## src/rtl/alu_seq_muldiv_pkg.sv

```systemverilog
// Shared definitions for the sequential mul/div ALU.
// Provides the 4-bit ALU op-code constants and the 2-bit state encoding
// used by the iterative multiply/divide FSM.
package alu_defs;

  localparam logic [3:0] OP_AND   = 4'd0;
  localparam logic [3:0] OP_OR    = 4'd1;
  localparam logic [3:0] OP_NOR   = 4'd2;
  localparam logic [3:0] OP_ADD   = 4'd3;
  localparam logic [3:0] OP_SUB   = 4'd4;
  localparam logic [3:0] OP_SRL   = 4'd5;
  localparam logic [3:0] OP_SLL   = 4'd6;
  localparam logic [3:0] OP_LUI   = 4'd7;
  localparam logic [3:0] OP_BEQ   = 4'd8;
  localparam logic [3:0] OP_BNE   = 4'd9;
  localparam logic [3:0] OP_MULTU = 4'd10;
  localparam logic [3:0] OP_DIVU  = 4'd11;
  localparam logic [3:0] OP_MFHI  = 4'd12;
  localparam logic [3:0] OP_MFLO  = 4'd13;

  typedef enum logic [1:0] {
    ST_IDLE = 2'd0,
    ST_RUN  = 2'd1,
    ST_DONE = 2'd2
  } md_state_e;

endpackage

```

## src/rtl/alu_seq_muldiv_if.sv

```systemverilog
// ALU request/result bundle.
// master: execute-stage control (drives op, operands, start).
// slave : the ALU (drives ALUResult, Zero, busy, done, HI, LO).
interface alu_seq_muldiv_if #(
  parameter int WIDTH = 32
) ();
  localparam int SHAMT_W = $clog2(WIDTH);

  logic               start;
  logic [3:0]         ALUOperation;
  logic [WIDTH-1:0]   A;
  logic [WIDTH-1:0]   B;
  logic [SHAMT_W-1:0] shamt;
  logic [WIDTH-1:0]   ALUResult;
  logic               Zero;
  logic               busy;
  logic               done;
  logic [WIDTH-1:0]   HI;
  logic [WIDTH-1:0]   LO;

  modport master (
    output start, ALUOperation, A, B, shamt,
    input  ALUResult, Zero, busy, done, HI, LO
  );

  modport slave (
    input  start, ALUOperation, A, B, shamt,
    output ALUResult, Zero, busy, done, HI, LO
  );
endinterface

```

## src/rtl/alu_seq_muldiv_muldiv.sv

```systemverilog
// Iterative unsigned multiply / restoring divide unit.
// Ports: clk, reset (async, active low), start, op, a, b in;
//        hi, lo, busy, done out.
// One iteration per cycle for WIDTH cycles, then one DONE cycle.
// HI/LO are only written on the edge that enters DONE.
module alu_muldiv_iter
  import alu_defs::*;
#(
  parameter int WIDTH = 32
) (
  input  logic             clk,
  input  logic             reset,
  input  logic             start,
  input  logic [3:0]       op,
  input  logic [WIDTH-1:0] a,
  input  logic [WIDTH-1:0] b,
  output logic [WIDTH-1:0] hi,
  output logic [WIDTH-1:0] lo,
  output logic             busy,
  output logic             done
);
  localparam int CNT_W = $clog2(WIDTH);
  localparam logic [CNT_W-1:0] CNT_LAST = CNT_W'(WIDTH - 1);

  md_state_e          state;
  logic [CNT_W-1:0]   cnt;
  logic               is_div;
  logic [WIDTH-1:0]   a_q;
  logic [WIDTH-1:0]   b_q;
  // mul: {partial product, remaining multiplier bits}
  // div: {partial remainder, dividend bits / quotient bits}
  logic [2*WIDTH-1:0] acc;
  logic [2*WIDTH-1:0] acc_nxt;

  logic [WIDTH:0]     mul_sum;
  logic [WIDTH:0]     rem_sh;
  logic [WIDTH:0]     rem_diff;

  always_comb begin
    mul_sum  = {1'b0, acc[2*WIDTH-1:WIDTH]} + (acc[0] ? {1'b0, a_q} : '0);
    // Remainder shifted left with the next dividend bit; the extra top bit
    // keeps the compare exact when the remainder's MSB is set.
    rem_sh   = {acc[2*WIDTH-1:WIDTH], acc[WIDTH-1]};
    rem_diff = rem_sh - {1'b0, b_q};
    acc_nxt  = acc;
    if (is_div) begin
      if (rem_sh >= {1'b0, b_q})
        acc_nxt = {rem_diff[WIDTH-1:0], acc[WIDTH-2:0], 1'b1};
      else
        acc_nxt = {rem_sh[WIDTH-1:0], acc[WIDTH-2:0], 1'b0};
    end else begin
      acc_nxt = {mul_sum, acc[WIDTH-1:1]};
    end
  end

  always_ff @(posedge clk or negedge reset) begin
    if (!reset) begin
      state  <= ST_IDLE;
      cnt    <= '0;
      is_div <= 1'b0;
      a_q    <= '0;
      b_q    <= '0;
      acc    <= '0;
      hi     <= '0;
      lo     <= '0;
    end else begin
      case (state)
        ST_IDLE: begin
          if (start && (op == OP_MULTU || op == OP_DIVU)) begin
            a_q    <= a;
            b_q    <= b;
            is_div <= (op == OP_DIVU);
            cnt    <= '0;
            acc    <= (op == OP_DIVU) ? {{WIDTH{1'b0}}, a} : {{WIDTH{1'b0}}, b};
            state  <= ST_RUN;
          end
        end
        ST_RUN: begin
          acc <= acc_nxt;
          cnt <= cnt + CNT_W'(1);
          if (cnt == CNT_LAST) begin
            hi    <= acc_nxt[2*WIDTH-1:WIDTH];
            lo    <= acc_nxt[WIDTH-1:0];
            state <= ST_DONE;
          end
        end
        ST_DONE: state <= ST_IDLE;
        default: state <= ST_IDLE;
      endcase
    end
  end

  assign busy = (state != ST_IDLE);
  assign done = (state == ST_DONE);

endmodule

```

## src/rtl/alu_seq_muldiv.sv

```systemverilog
// Execute-stage ALU with iterative MULTU/DIVU into HI/LO.
// Ports: clk, reset (async, active low), bus (slave modport of
// alu_seq_muldiv_if: start, ALUOperation, A, B, shamt in;
// ALUResult, Zero, busy, done, HI, LO out).
// Single-cycle ops are purely combinational; MULTU/DIVU report 0 on
// ALUResult and deliver their result through HI/LO.
module alu_seq_muldiv
  import alu_defs::*;
#(
  parameter int WIDTH = 32
) (
  input  logic          clk,
  input  logic          reset,
  alu_seq_muldiv_if.slave bus
);
  logic [WIDTH-1:0] res;
  logic [WIDTH-1:0] hi;
  logic [WIDTH-1:0] lo;

  alu_muldiv_iter #(.WIDTH(WIDTH)) u_iter (
    .clk   (clk),
    .reset (reset),
    .start (bus.start),
    .op    (bus.ALUOperation),
    .a     (bus.A),
    .b     (bus.B),
    .hi    (hi),
    .lo    (lo),
    .busy  (bus.busy),
    .done  (bus.done)
  );

  always_comb begin
    res = '0;
    case (bus.ALUOperation)
      OP_AND:  res = bus.A & bus.B;
      OP_OR:   res = bus.A | bus.B;
      OP_NOR:  res = ~(bus.A | bus.B);
      OP_ADD:  res = bus.A + bus.B;
      OP_SUB:  res = bus.A - bus.B;
      OP_SRL:  res = bus.B >> bus.shamt;
      OP_SLL:  res = bus.B << bus.shamt;
      OP_LUI:  res = bus.B << (WIDTH / 2);
      OP_BEQ:  res = (bus.A == bus.B) ? '0 : WIDTH'(1);
      OP_BNE:  res = (bus.A != bus.B) ? '0 : WIDTH'(1);
      OP_MFHI: res = hi;
      OP_MFLO: res = lo;
      default: res = '0;
    endcase
  end

  assign bus.ALUResult = res;
  assign bus.Zero      = (res == '0);
  assign bus.HI        = hi;
  assign bus.LO        = lo;

endmodule
```

## src/flat_wrapper.sv

```systemverilog
// flat-port wrapper written by rule: the top's interface ports become plain ports
module alu_seq_muldiv_flat import alu_defs::*;
#(
  parameter int WIDTH = 32
)
  (clk, reset, bus_start, bus_ALUOperation, bus_A, bus_B, bus_shamt, bus_ALUResult, bus_Zero, bus_busy, bus_done, bus_HI, bus_LO);
  alu_seq_muldiv_if #(.WIDTH(WIDTH)) bus_i ();
  input  logic clk;
  input  logic reset;
  input wire logic [$bits(bus_i.start)-1:0] bus_start;
  input wire logic [$bits(bus_i.ALUOperation)-1:0] bus_ALUOperation;
  input wire logic [$bits(bus_i.A)-1:0] bus_A;
  input wire logic [$bits(bus_i.B)-1:0] bus_B;
  input wire logic [$bits(bus_i.shamt)-1:0] bus_shamt;
  output wire logic [$bits(bus_i.ALUResult)-1:0] bus_ALUResult;
  output wire logic [$bits(bus_i.Zero)-1:0] bus_Zero;
  output wire logic [$bits(bus_i.busy)-1:0] bus_busy;
  output wire logic [$bits(bus_i.done)-1:0] bus_done;
  output wire logic [$bits(bus_i.HI)-1:0] bus_HI;
  output wire logic [$bits(bus_i.LO)-1:0] bus_LO;
  assign bus_i.start = bus_start;
  assign bus_i.ALUOperation = bus_ALUOperation;
  assign bus_i.A = bus_A;
  assign bus_i.B = bus_B;
  assign bus_i.shamt = bus_shamt;
  assign bus_ALUResult = bus_i.ALUResult;
  assign bus_Zero = bus_i.Zero;
  assign bus_busy = bus_i.busy;
  assign bus_done = bus_i.done;
  assign bus_HI = bus_i.HI;
  assign bus_LO = bus_i.LO;
  alu_seq_muldiv #(.WIDTH(WIDTH)) u_core (.clk(clk), .reset(reset), .bus(bus_i));
endmodule
```

## config.mk

```make
export PLATFORM = sky130hd
export DESIGN_NAME = alu_seq_muldiv_flat
export DESIGN_NICKNAME = d
export VERILOG_FILES = /design/src/rtl/alu_seq_muldiv_pkg.sv /design/src/rtl/alu_seq_muldiv_if.sv /design/src/rtl/alu_seq_muldiv_muldiv.sv /design/src/rtl/alu_seq_muldiv.sv /design/src/flat_wrapper.sv
export SDC_FILE = /design/constraint.sdc
export NUM_CORES = 1
export LEC_CHECK = 0
export BUFFER_PORTS_ARGS = -buffer_cell sky130_fd_sc_hd__buf_4
export CELL_PAD_IN_SITES_DETAIL_PLACEMENT = 1
export CELL_PAD_IN_SITES_GLOBAL_PLACEMENT = 1
export CORE_MARGIN = 8
export CORE_UTILIZATION = 42
export CTS_CLUSTER_DIAMETER = 150
export DETAILED_ROUTE_END_ITERATION = 8
export HOLD_SLACK_MARGIN = 0.1
export PLACE_DENSITY = 0.79
export SLEW_MARGIN = 30
export SYNTH_ARGS = -nofsm -noshare
export SYNTH_HDL_FRONTEND = slang
export SYNTH_SLANG_ARGS = --single-unit
```

## constraint.sdc

```tcl
create_clock -name clk -period 4.8 [get_ports clk]
set_clock_uncertainty 0.1 [all_clocks]
set_input_delay 0.96 -clock clk [delete_from_list [all_inputs] [get_ports clk]]
set_output_delay 0.96 -clock clk [all_outputs]
set_load 0.05 [all_outputs]
```

Word level (Yosys, flattened, before mapping)
Index checks and enable logic that the tools add are counted.
{ "word_totals": {"inputBits": 76, "elab_cells": 64, "out_inout_bits": 99, "ff_bits": 200} }
{ "classes": {"bitwise_logic": 3, "n_mux": 14, "n_eq_ne": 20, "n_shift": 2, "add_sub_neg": 5, "magnitude_cmp": 1, "n_reduce_logical": 11} }
{ "ops": {"columns": ["operator", "count"], "rows": [
  ["32-bit one-hot mux with 12 select lines", 1],
  ["64-bit 2-to-1 mux", 3],
  ["64-bit one-hot mux with 2 select lines", 1],
  ["32-bit 2-to-1 mux", 2],
  ["32-bit subtractor", 2],
  ["32-bit by 32-bit adder with 33-bit output", 1],
  ["33-bit by 32-bit >= comparator with 1-bit output", 1],
  ["32-bit adder", 1],
  ["32-bit AND", 1],
  ["32-bit equality test", 1],
  ["32-bit logical NOT", 1],
  ["32-bit inequality test", 1],
  ["32-bit inverter", 1],
  ["32-bit OR", 1],
  ["32-bit by 5-bit left shift with 32-bit output", 1],
  ["32-bit by 5-bit >> shifter with 32-bit output", 1],
  ["4-bit equality test, second input constant", 6],
  ["4-bit by 3-bit equality test with 1-bit output, second input constant", 4],
  ["5-bit one-hot mux with 2 select lines", 1],
  ["4-bit by 2-bit equality test with 1-bit output, second input constant", 2],
  ["2-bit AND reduction", 4],
  ["5-bit by 1-bit adder with 5-bit output, second input constant", 1],
  ["5-bit equality test, second input constant", 1],
  ["5-bit 2-to-1 mux", 1],
  ["12 further kinds", 16]
]} }

Logic depth before layout (Yosys ltp)
Gate-level depths: netlist of run 1.
{ "depth": {"depth_word": 5, "ltp_mapped": 16, "depth_no_buf": 15} }

Modules after synthesis
From an unflattened synthesis of run 1, not the netlist that was laid out.
{ "hier_totals": {"hier_cells": 3007, "hier_area_um2": 23476.3} }
{ "modules_own_cells": {"columns": ["module", "seq_area_each_um2", "area_each_um2", "cells_per_inst", "n_inst"], "rows": [
  ["alu_muldiv_iter", 5004.8, 12708.4, 1445, 1],
  ["alu_seq_muldiv", 0.0, 10767.8, 1562, 1]
]} }

Worst setup path before layout of run 1
No wires, ideal clock.
{ "synth_path": {"path_type": "input port to output port", "startpoint": "in bus_B[1]", "endpoint": "out bus_Zero", "path_buffers": 1, "t_required_ps": 3740, "arrival_ps": 5471, "slack_ps": -1731, "stages": 14, "cell_sequence": "clkbuf_1 > inv_1 > fa_1 > nand2b_1 > a211oi_1 > nor2_1 > o41ai_1 > o221ai_1 > a21oi_1 > mux2i_1 > o311ai_0 > and3b_1 > nand4bb_1 > nor4_2"} }
{ "synth_between": {"elab_cells_between_ends": 13, "cone_classes": "add/sub: 2; eq/ne: 2; shift: 2; mux: 3; bitwise: 3; reduce/logical: 1"} }
{ "synth_lines": {"columns": ["element", "line_no", "source"], "rows": [
  ["from (decl)", "flat_wrapper.sv:13", "input wire logic [$bits(bus_i.B)-1:0] bus_B;"],
  ["32-bit subtractor, or another cell as far along", "alu_seq_muldiv.sv:40", "OP_SUB: res = bus.A - bus.B;"],
  ["32-bit one-hot mux with 12 select lines *", "alu_seq_muldiv.sv:35", "case (bus.ALUOperation)"],
  ["net bus_ALUResult[26]", "flat_wrapper.sv:15", "output wire logic [$bits(bus_i.ALUResult)-1:0] bus_ALUResult;"],
  ["32-bit logical NOT *", "alu_seq_muldiv.sv:53", "assign bus.Zero = (res == '0);"],
  ["to (decl)", "flat_wrapper.sv:16", "output wire logic [$bits(bus_i.Zero)-1:0] bus_Zero;"]
]} }
The timed path passes the listed nets; every way through them passes the cells marked *.

Worst setup path in the final report of run 1
{ "layout_path": {"startpoint": "in bus_shamt[1]", "endpoint": "out bus_Zero"} }
{ "layout_between": {"elab_chain_cells": 3, "elab_cells_between_ends": 4, "cone_classes": "shift: 2; mux: 1; reduce/logical: 1"} }
{ "layout_lines": {"columns": ["element", "line_no", "source"], "rows": [
  ["from (decl)", "flat_wrapper.sv:14", "input wire logic [$bits(bus_i.shamt)-1:0] bus_shamt;"],
  ["32-bit by 5-bit left shift with 32-bit output or 32-bit by 5-bit >> shifter with 32-bit output (tied branches)", "alu_seq_muldiv.sv:42, alu_seq_muldiv.sv:41", null],
  ["32-bit one-hot mux with 12 select lines *", "alu_seq_muldiv.sv:35", null],
  ["32-bit logical NOT *", "alu_seq_muldiv.sv:53", null]
]} }
Mark *: on every way between the ends. The rest lies on a longest branch, timed or not.

==> reports/qor_table.md, run 1 <==
| Quantity | Reported |
|---|---|
| Time the worst path needs with I/O delays and setup | 5.84 ns |
| Initial DRT Pass Iterations | 6 |
| H-tree depth | 4 |
| Chip Width | 248 µm |
| Cells taking the most area after synthesis | dfrtp_1, ha_1, o21ai_0 |
| Cell with the largest stage delay on the worst path | or4_4 |
| Number of antenna violations at the first check in global routing | 10 |
| Cell-by-cell listing of the critical path | buf_6 > buf_4 > mux4_2 > nor2_1 > a21oi_1 > o211ai_1 > buf_4 > nand4_1 > buf_4 > a211o_1 > or4_4 > nor4_4 > nand4b_1 > nand4bb_4 > nor4_4 > buf_6 |
| Ratio of final minimum period to clock period | 122% |
| Largest net degree at the start of global routing | 92 |
| Leak | 14.8 nW |
| Failing checks | setup timing |
| Final global-route overflow total | 0 |
| CTS Root Cell | clkbuf_16 |
| Worst voltage drop across the vdd grid | 0.000740 V |
| Fraction of synthesized cell area taken by the top area cell type | 22.1% |
| Post-placement cell area | 29,800 µm² |
| Type of the worst min-delay path | flip-flop to flip-flop |
| Die footprint | 61,500 µm² |
| DRC violation count after routing | 0 |
| Number of cell rows | 85 |
| Clock sink total | 200 |
| Final core utilization | 60.0% |
| Result of the run | finished with violations |
| Cell area after synthesis | 22,600 µm² |
| Launching element type of the critical path | input port |
| Number of enable flip-flop cells after synthesis | 0 |
| Global-route wire length before repair | 208 mm |
| Max Cap Violations | 0 |
| Wire length per cell | 33.2 µm |
| Proportion of register bits with asynchronous set or reset after synthesis | 100% |
| Final design instance area without fill | 32,100 µm² |
| Critical path endpoint category | primary output |
| F_max | 0.171 GHz |
| Cell taking the most area after synthesis | dfrtp_1 |
| Syn nets | 3,163 |
| Worst slack on hold paths | 0.387 ns |
| Gp weighted congestion | 1.17 |
| Die Span Y | 248 µm |
| Net count reported at finish | 3,903 |
| Final Worst Setup Slack | -1.04 ns |
| Max-slew violation total from the final report | 0 |
| First DRT Iteration DRCs | 3,886 |
| Final setup violation count | 13 |
| Layout cell share with drive strength beyond 1 | 34.3% |
| GRT Resource Usage Total | 45.6% |
| Half-perimeter wire length after placement | 109 mm |
| PortBufs | 174 |
| Seq/Total Area, Yosys | 22.1% |
| Synth Area per Inst | 7.75 µm² |
| Req. time, crit path | 3.74 ns |
| Slew at the pin with the worst max-slew slack | 1.07 ns |
| Type of the setup path with the least slack | input port to primary output |
| Via count of the first global-routing pass | 31,100 |
| Io pins | 175 |
| Clock buffer depth | 2 |
| Post-DRT Antenna Nets | 0 |
| Cell seen most often among critical-path stages | buf_4 |
| Flip-flop and latch count after synthesis | 200 |
| Number of failing hold endpoints at the final stage | 0 |
| Number of fill cells in the layout | 6,360 |
| Data arrival time of the critical path | 4.78 ns |
| Post-synthesis instance total | 2,920 |
| Unique masters post-synth | 95 |
| CTS tree | done |
| Worst relative slew slack | 28.9% |
| Clock-pin slew of the registers on the worst-case setup and hold paths | 0.08 ns |
| Bufs and invs on worst path | 5 |
| Avg Vias per Cell | 6.91 |
| Routed wire length | 145 mm |
| Via total after detailed routing | 30,200 |
| Max stage delay on crit path | 0.58 ns |
| Setup repair after global routing missed its margin | true |
| Core area | 53,500 µm² |
| Clock Latency Late Sink | 0.48 ns |
| Largest driver fanout on the critical path | 10 |
| PwrDens | 468 nW/µm² |
| Cell class contributing the biggest share of worst-path delay | simple AND/OR/NAND/NOR gates |
| P&R area growth vs syn | 42.0% |
| Total number of yosys warnings | 0 |
| Clock buffer count from CTS | 17 |
| Synth Flop Type | dfrtp_1 |
| Initial Utilization | 42.3% |
==> registers in the layout, summed over array words and instances (netlist names) <==
register and count:
u_core.u_iter.a_q 32, u_core.u_iter.cnt 5, u_core.u_iter.state 2, u_core.u_iter.hi 32, u_core.u_iter.acc 64, u_core.u_iter.is_div 1
u_core.u_iter.b_q 32, u_core.u_iter.lo 32
==> routing by layer <==
layer | vias up | track usage (%) | share of wire, %
met4 | 6 | 28.6 | 7.9
met1 | 14900 | 55.1 | 37
met2 | 2364 | 71.6 | 44
met3 | 739 | 12.3 | 11
li1 | 12200 | - | -
met5 | - | 0 | 0.026
==> kinds of logic after synthesis <==
| kind of cell | after synthesis | synth area share [%] |
|---|---|---|
| adders and majority gates | 167 | 9.37 |
| xor gates and xnor gates | 57 | 2.21 |
| and+or+nand+nor | 987 | 20.7 |
| muxes | 185 | 11.1 |
| DFF | 200 | 22.1 |
| buffers and inverters | 388 | 6.98 |
| AOI/OAI and AO/OA | 936 | 27.4 |
==> layout make-up <==
| class | instances | area [µm²] | share of cell area (%) |
|---|---|---|---|
| flip-flops and latches | 200 | 5010 | 15.6 |
| inverters | 158 | 607 | 1.89 |
| multi-input cells | 2332 | 17300 | 53.8 |
| well taps | 696 | 871 | 2.71 |
| diodes | 4 | 10.0 | 0.0312 |
| clock buffers | 18 | 439 | 1.37 |
| clock inverters | 14 | 185 | 0.577 |
| repair buffers | 951 | 7720 | 24.0 |
==> layout by cell type, fill, tap and decap left out, types with 89 or more instances in the layout <==
cell	Yosys	routed
buf_4	9	872
nand2_1	338	334
o21ai_0	260	250
nor2_1	247	241
dfrtp_1	200	199
a21oi_1	199	183
inv_1	156	141
ha_1	163	140
mux2i_1	114	108
nand3_1	93	89
==> report_power, final <==
group	internal, mW	switching (mW)	total, mW
sequential	2.34	0.813	3.15
combinational	3.70	6.60	10.3
clock	0.734	0.845	1.58
==> synth_stat cells, types with 36 or more instances <==
library cell	count
nand3_1	93
and2_1	44
clkbuf_1	164
nand2_1	338
ha_1	163
o221ai_1	51
a21oi_1	199
o21ai_0	260
nor3_1	60
a211oi_1	40
xnor2_1	36
dfrtp_1	200
inv_1	156
a21o_1	38
nor2_1	247
mux2i_1	114
mux4_2	42
==> path summary, 6_finish.rpt <==
| kind | end | slack [ns] | from | cells past startpoint |
|---|---|---|---|---|
| max in group asynchronous | u_core.u_iter.hi[31] | 3.22 | reset | 2 |
| setup / recovery | bus_Zero | -1.04 | bus_shamt[1] | 16 |
| min in group asynchronous | u_core.u_iter.acc[34] | 0.40 | reset | 1 |
| setup reg to reg | u_core.u_iter.acc[43] | 0.12 | u_core.u_iter.acc[57] | 12 |
| hold reg to reg | u_core.u_iter.a_q[31] | 0.39 | u_core.u_iter.a_q[31] | 2 |
| hold / removal | u_core.u_iter.a_q[31] | 0.39 | u_core.u_iter.a_q[31] | 2 |
==> stage by stage <==
stage          setup TNS, ns  instances  total power [mW]  setup WS [ns]
3_5_place_dp           -9.63       4295              12.0          -1.48
5_1_grt                -5.80       4369              15.4          -1.06
2_1_floorplan          -1.43       2920              8.53          -1.43
4_1_cts                -5.01       4349              14.3          -1.01
6_report               -4.92       4373              15.0          -1.04
3_3_place_gp           -8.39       4295              11.4          -1.50
==> worst reg2reg max path, cell delays in order (launching register included) <==
cell and delay, ns:
dfrtp_1 0.46, ha_1 0.42, nand4_1 0.49, nor4b_1 0.64, nand4_1 0.43, nand2_1 0.21, a211oi_1 0.10, o21a_1 0.25
o31a_1 0.25, buf_4 0.32, o311ai_0 0.42, o21ai_0 0.28, o21ai_0 0.24
==> what timing repair did <==
item / in CTS / in global routing
cloned: 1 / 0
resized for setup: 120 / 147
setup buffers: 22 / 27
pin swaps: 37 / 49
endpoints found under the setup margin: 19 / 24
hold buffers: 0 / 0
Note: power is estimated with default switching activity, not from simulation.
==> run 2: changes to the inputs <==
--- a/config.mk
+++ b/config.mk
@@ -14,6 +14,7 @@
 export DETAILED_ROUTE_END_ITERATION = 8
 export HOLD_SLACK_MARGIN = 0.1
 export PLACE_DENSITY = 0.79
+export RECOVER_POWER = 25
 export SLEW_MARGIN = 30
 export SYNTH_ARGS = -nofsm -noshare
 export SYNTH_HDL_FRONTEND = slang
==> reports/qor_table.md, run 2 (synthesis gave the netlist of run 1 again) <==
| Quantity | Reported |
|---|---|
| Cell Count, Final, Fillers Out | 4,373 |
| Largest driver fanout on the critical path | 10 |
| Number of cells after detailed placement | 4,295 |
| Endpoint of the most critical register-to-register path | u_core.u_iter.acc[43] |
| Worst relative slew slack | -62.3% |
| Ratio of final minimum period to clock period | 122% |
| Type of the setup path with the least slack | input port to primary output |
| Topmost layer with routed signal wires | met5 |
| Number of antenna violations at the first check in global routing | 10 |
| Clock-pin slew of the registers on the worst-case setup and hold paths | 0.08 ns |
| Detail Route met3 WL | 16.6 mm |
| Cell Int Power | 6.77 mW |
| First DRT Iteration DRCs | 3,820 |
| Routed wire length | 145 mm |
| Initial DRT Pass Iterations | 8 |
| Launching element type of the critical path | input port |
| Hold-fix buffers, CTS | 0 |
| Net switching component of the power | 8.25 mW |
| Type of the worst min-delay path | flip-flop to flip-flop |
| Post-DRT Antenna Nets | 0 |
| Layout cell share with drive strength beyond 1 | 34.3% |
| Net count reported at finish | 3,903 |
| Clock sink total | 200 |
| Initial Utilization | 42.3% |
| Avg Vias per Cell | 6.91 |
| Setup repair after global routing missed its margin | true |
| Wire length per cell | 33.2 µm |
| P&R area growth vs syn | 41.9% |
| Number of cell instances on the worst register-to-register path | 12 |
| Proportion of total power due to net switching | 54.9% |
| Origin of the worst min-delay path | u_core.u_iter.a_q[31] |
| Slew at the pin with the worst max-slew slack | 2.43 ns |
| Number of failing hold endpoints at the final stage | 0 |
| Comb pwr share | 68.6% |
| CTS Root Cell | clkbuf_16 |
| Most frequent cells in the layout | buf_4, nand2_1, o21ai_0 |
| Data arrival time of the critical path | 4.78 ns |
| Number of flip-flops in the largest register | 64 |
| Reg-to-reg slack, setup | 0.12 ns |
| Via count of the first global-routing pass | 31,100 |
| H-tree depth | 4 |
| Core area | 53,500 µm² |
| Commonest non-fill, non-tap cell in the layout | buf_4 |
| Max Cap Violations | 2 |
| Final setup violation count | 13 |
| Chip Width | 248 µm |
| CTS tree | done |
| Req. time, crit path | 3.74 ns |
| Endpoint with the worst hold slack | u_core.u_iter.a_q[31] |
| Die footprint | 61,500 µm² |
| Via total after detailed routing | 30,200 |
| Clock buffer count from CTS | 17 |
| Min-Delay Path Depth | 2 |
| Largest net degree at the start of global routing | 92 |
| Max-slew violation total from the final report | 170 |
| GRT Resource Usage Total | 45.6% |
| Total power after layout | 15.0 mW |
| Routed metal-1 wire length | 53.4 mm |
| Time the worst path needs with I/O delays and setup | 5.84 ns |
| Number of cell rows | 85 |
| Pre-CTS setup slack | -1.48 ns |
| Sequential power share | 20.9% |
| Clock power share | 10.5% |
| Worst voltage drop across the vdd grid | 0.000738 V |
| Leak | 14.8 nW |
| PortBufs | 174 |
| Length of routed met2 wiring | 63.8 mm |
| Worst r2r src | u_core.u_iter.acc[57] |
| PwrDens | 468 nW/µm² |
| Clock buffer depth | 2 |
| Global-route wire length before repair | 208 mm |
| Die Span Y | 248 µm |
| Io pins | 175 |
| F_max | 0.171 GHz |
| Result of the run | finished with violations |
| DRC violation count after routing | 0 |
| Setup TNS | -4.86 ns |
| Critical path endpoint category | primary output |
| Failing checks | capacitance limit, slew limit, setup timing |
| Clock Latency Late Sink | 0.48 ns |
| Gp weighted congestion | 1.17 |
| Final global-route overflow total | 0 |
| Half-perimeter wire length after placement | 109 mm |
| Register ranked first by flip-flop count | u_core.u_iter.acc |
| Final Worst Setup Slack | -1.04 ns |
[run 2: per-layer routing]
layer / vias up / GRT usage, %
li1: 12200 / -
met1: 14900 / 55.1
met2: 2412 / 71.6
met3: 683 / 12.3
met4: 8 / 28.6
met5: - / 0
[run 2: worst max-delay path, stage by stage]
cell	delay (ns)
buf_6	0.19
buf_4	0.26
mux4_2	0.37
nor2_1	0.11
a21oi_1	0.13
o211ai_1	0.23
buf_4	0.15
nand4_1	0.15
buf_4	0.20
a211o_1	0.27
or4_4	0.58
nor4_4	0.25
nand4b_1	0.25
nand4bb_4	0.29
nor4_4	0.17
buf_6	0.20
[run 2: worst max-delay path by stage]
stage               slack (ns)  depth (start not counted)  endpoint    startpoint
finish                   -1.04                         16  bus_Zero  bus_shamt[1]
global route             -1.06                         15  bus_Zero      bus_B[2]
CTS                      -1.01                         16  bus_Zero      bus_A[0]
detailed placement       -1.48                         15  bus_Zero  bus_shamt[0]
global placement         -1.50                         15  bus_Zero  bus_shamt[0]
floorplan                -1.43                         15  bus_Zero      bus_B[6]
[run 2: repair_timing]
item	CTS	global route
setup endpoints to repair	19	24
gates resized for setup	120	147
buffers inserted	22	27
hold endpoints to repair	0	0
pin swaps	37	49
gates cloned	1	0
[run 2: final cells by class]
class	instances	area [µm²]
clock inverters	14	185
flip-flops and latches	200	5010
inverters	158	607
multi-input cells	2332	17300
well taps	696	871
clock buffers	18	439
fillers	6363	21400
diodes	4	10.0
repair buffers	951	7690
[run 2: stage by stage]
step           instance area [µm²]  hold slack [ns]  utilization (%)
6_report                     32100            0.386             60.0
5_1_grt                      32100            0.412             60.0
4_1_cts                      31200            0.388             58.4
3_5_place_dp                 29800            0.371             55.8
3_3_place_gp                 29800            0.358             55.8
2_1_floorplan                22900            0.342                -
[run 2: power groups by stage]
stage	clock (mW)	sequential, mW	combinational [mW]
after floorplan	0	3.08	5.45
after global placement	0	2.99	8.42
after detailed placement	0	3.05	8.99
after CTS	1.57	3.07	9.65
after global routing	1.60	3.16	10.7
final	1.58	3.15	10.3
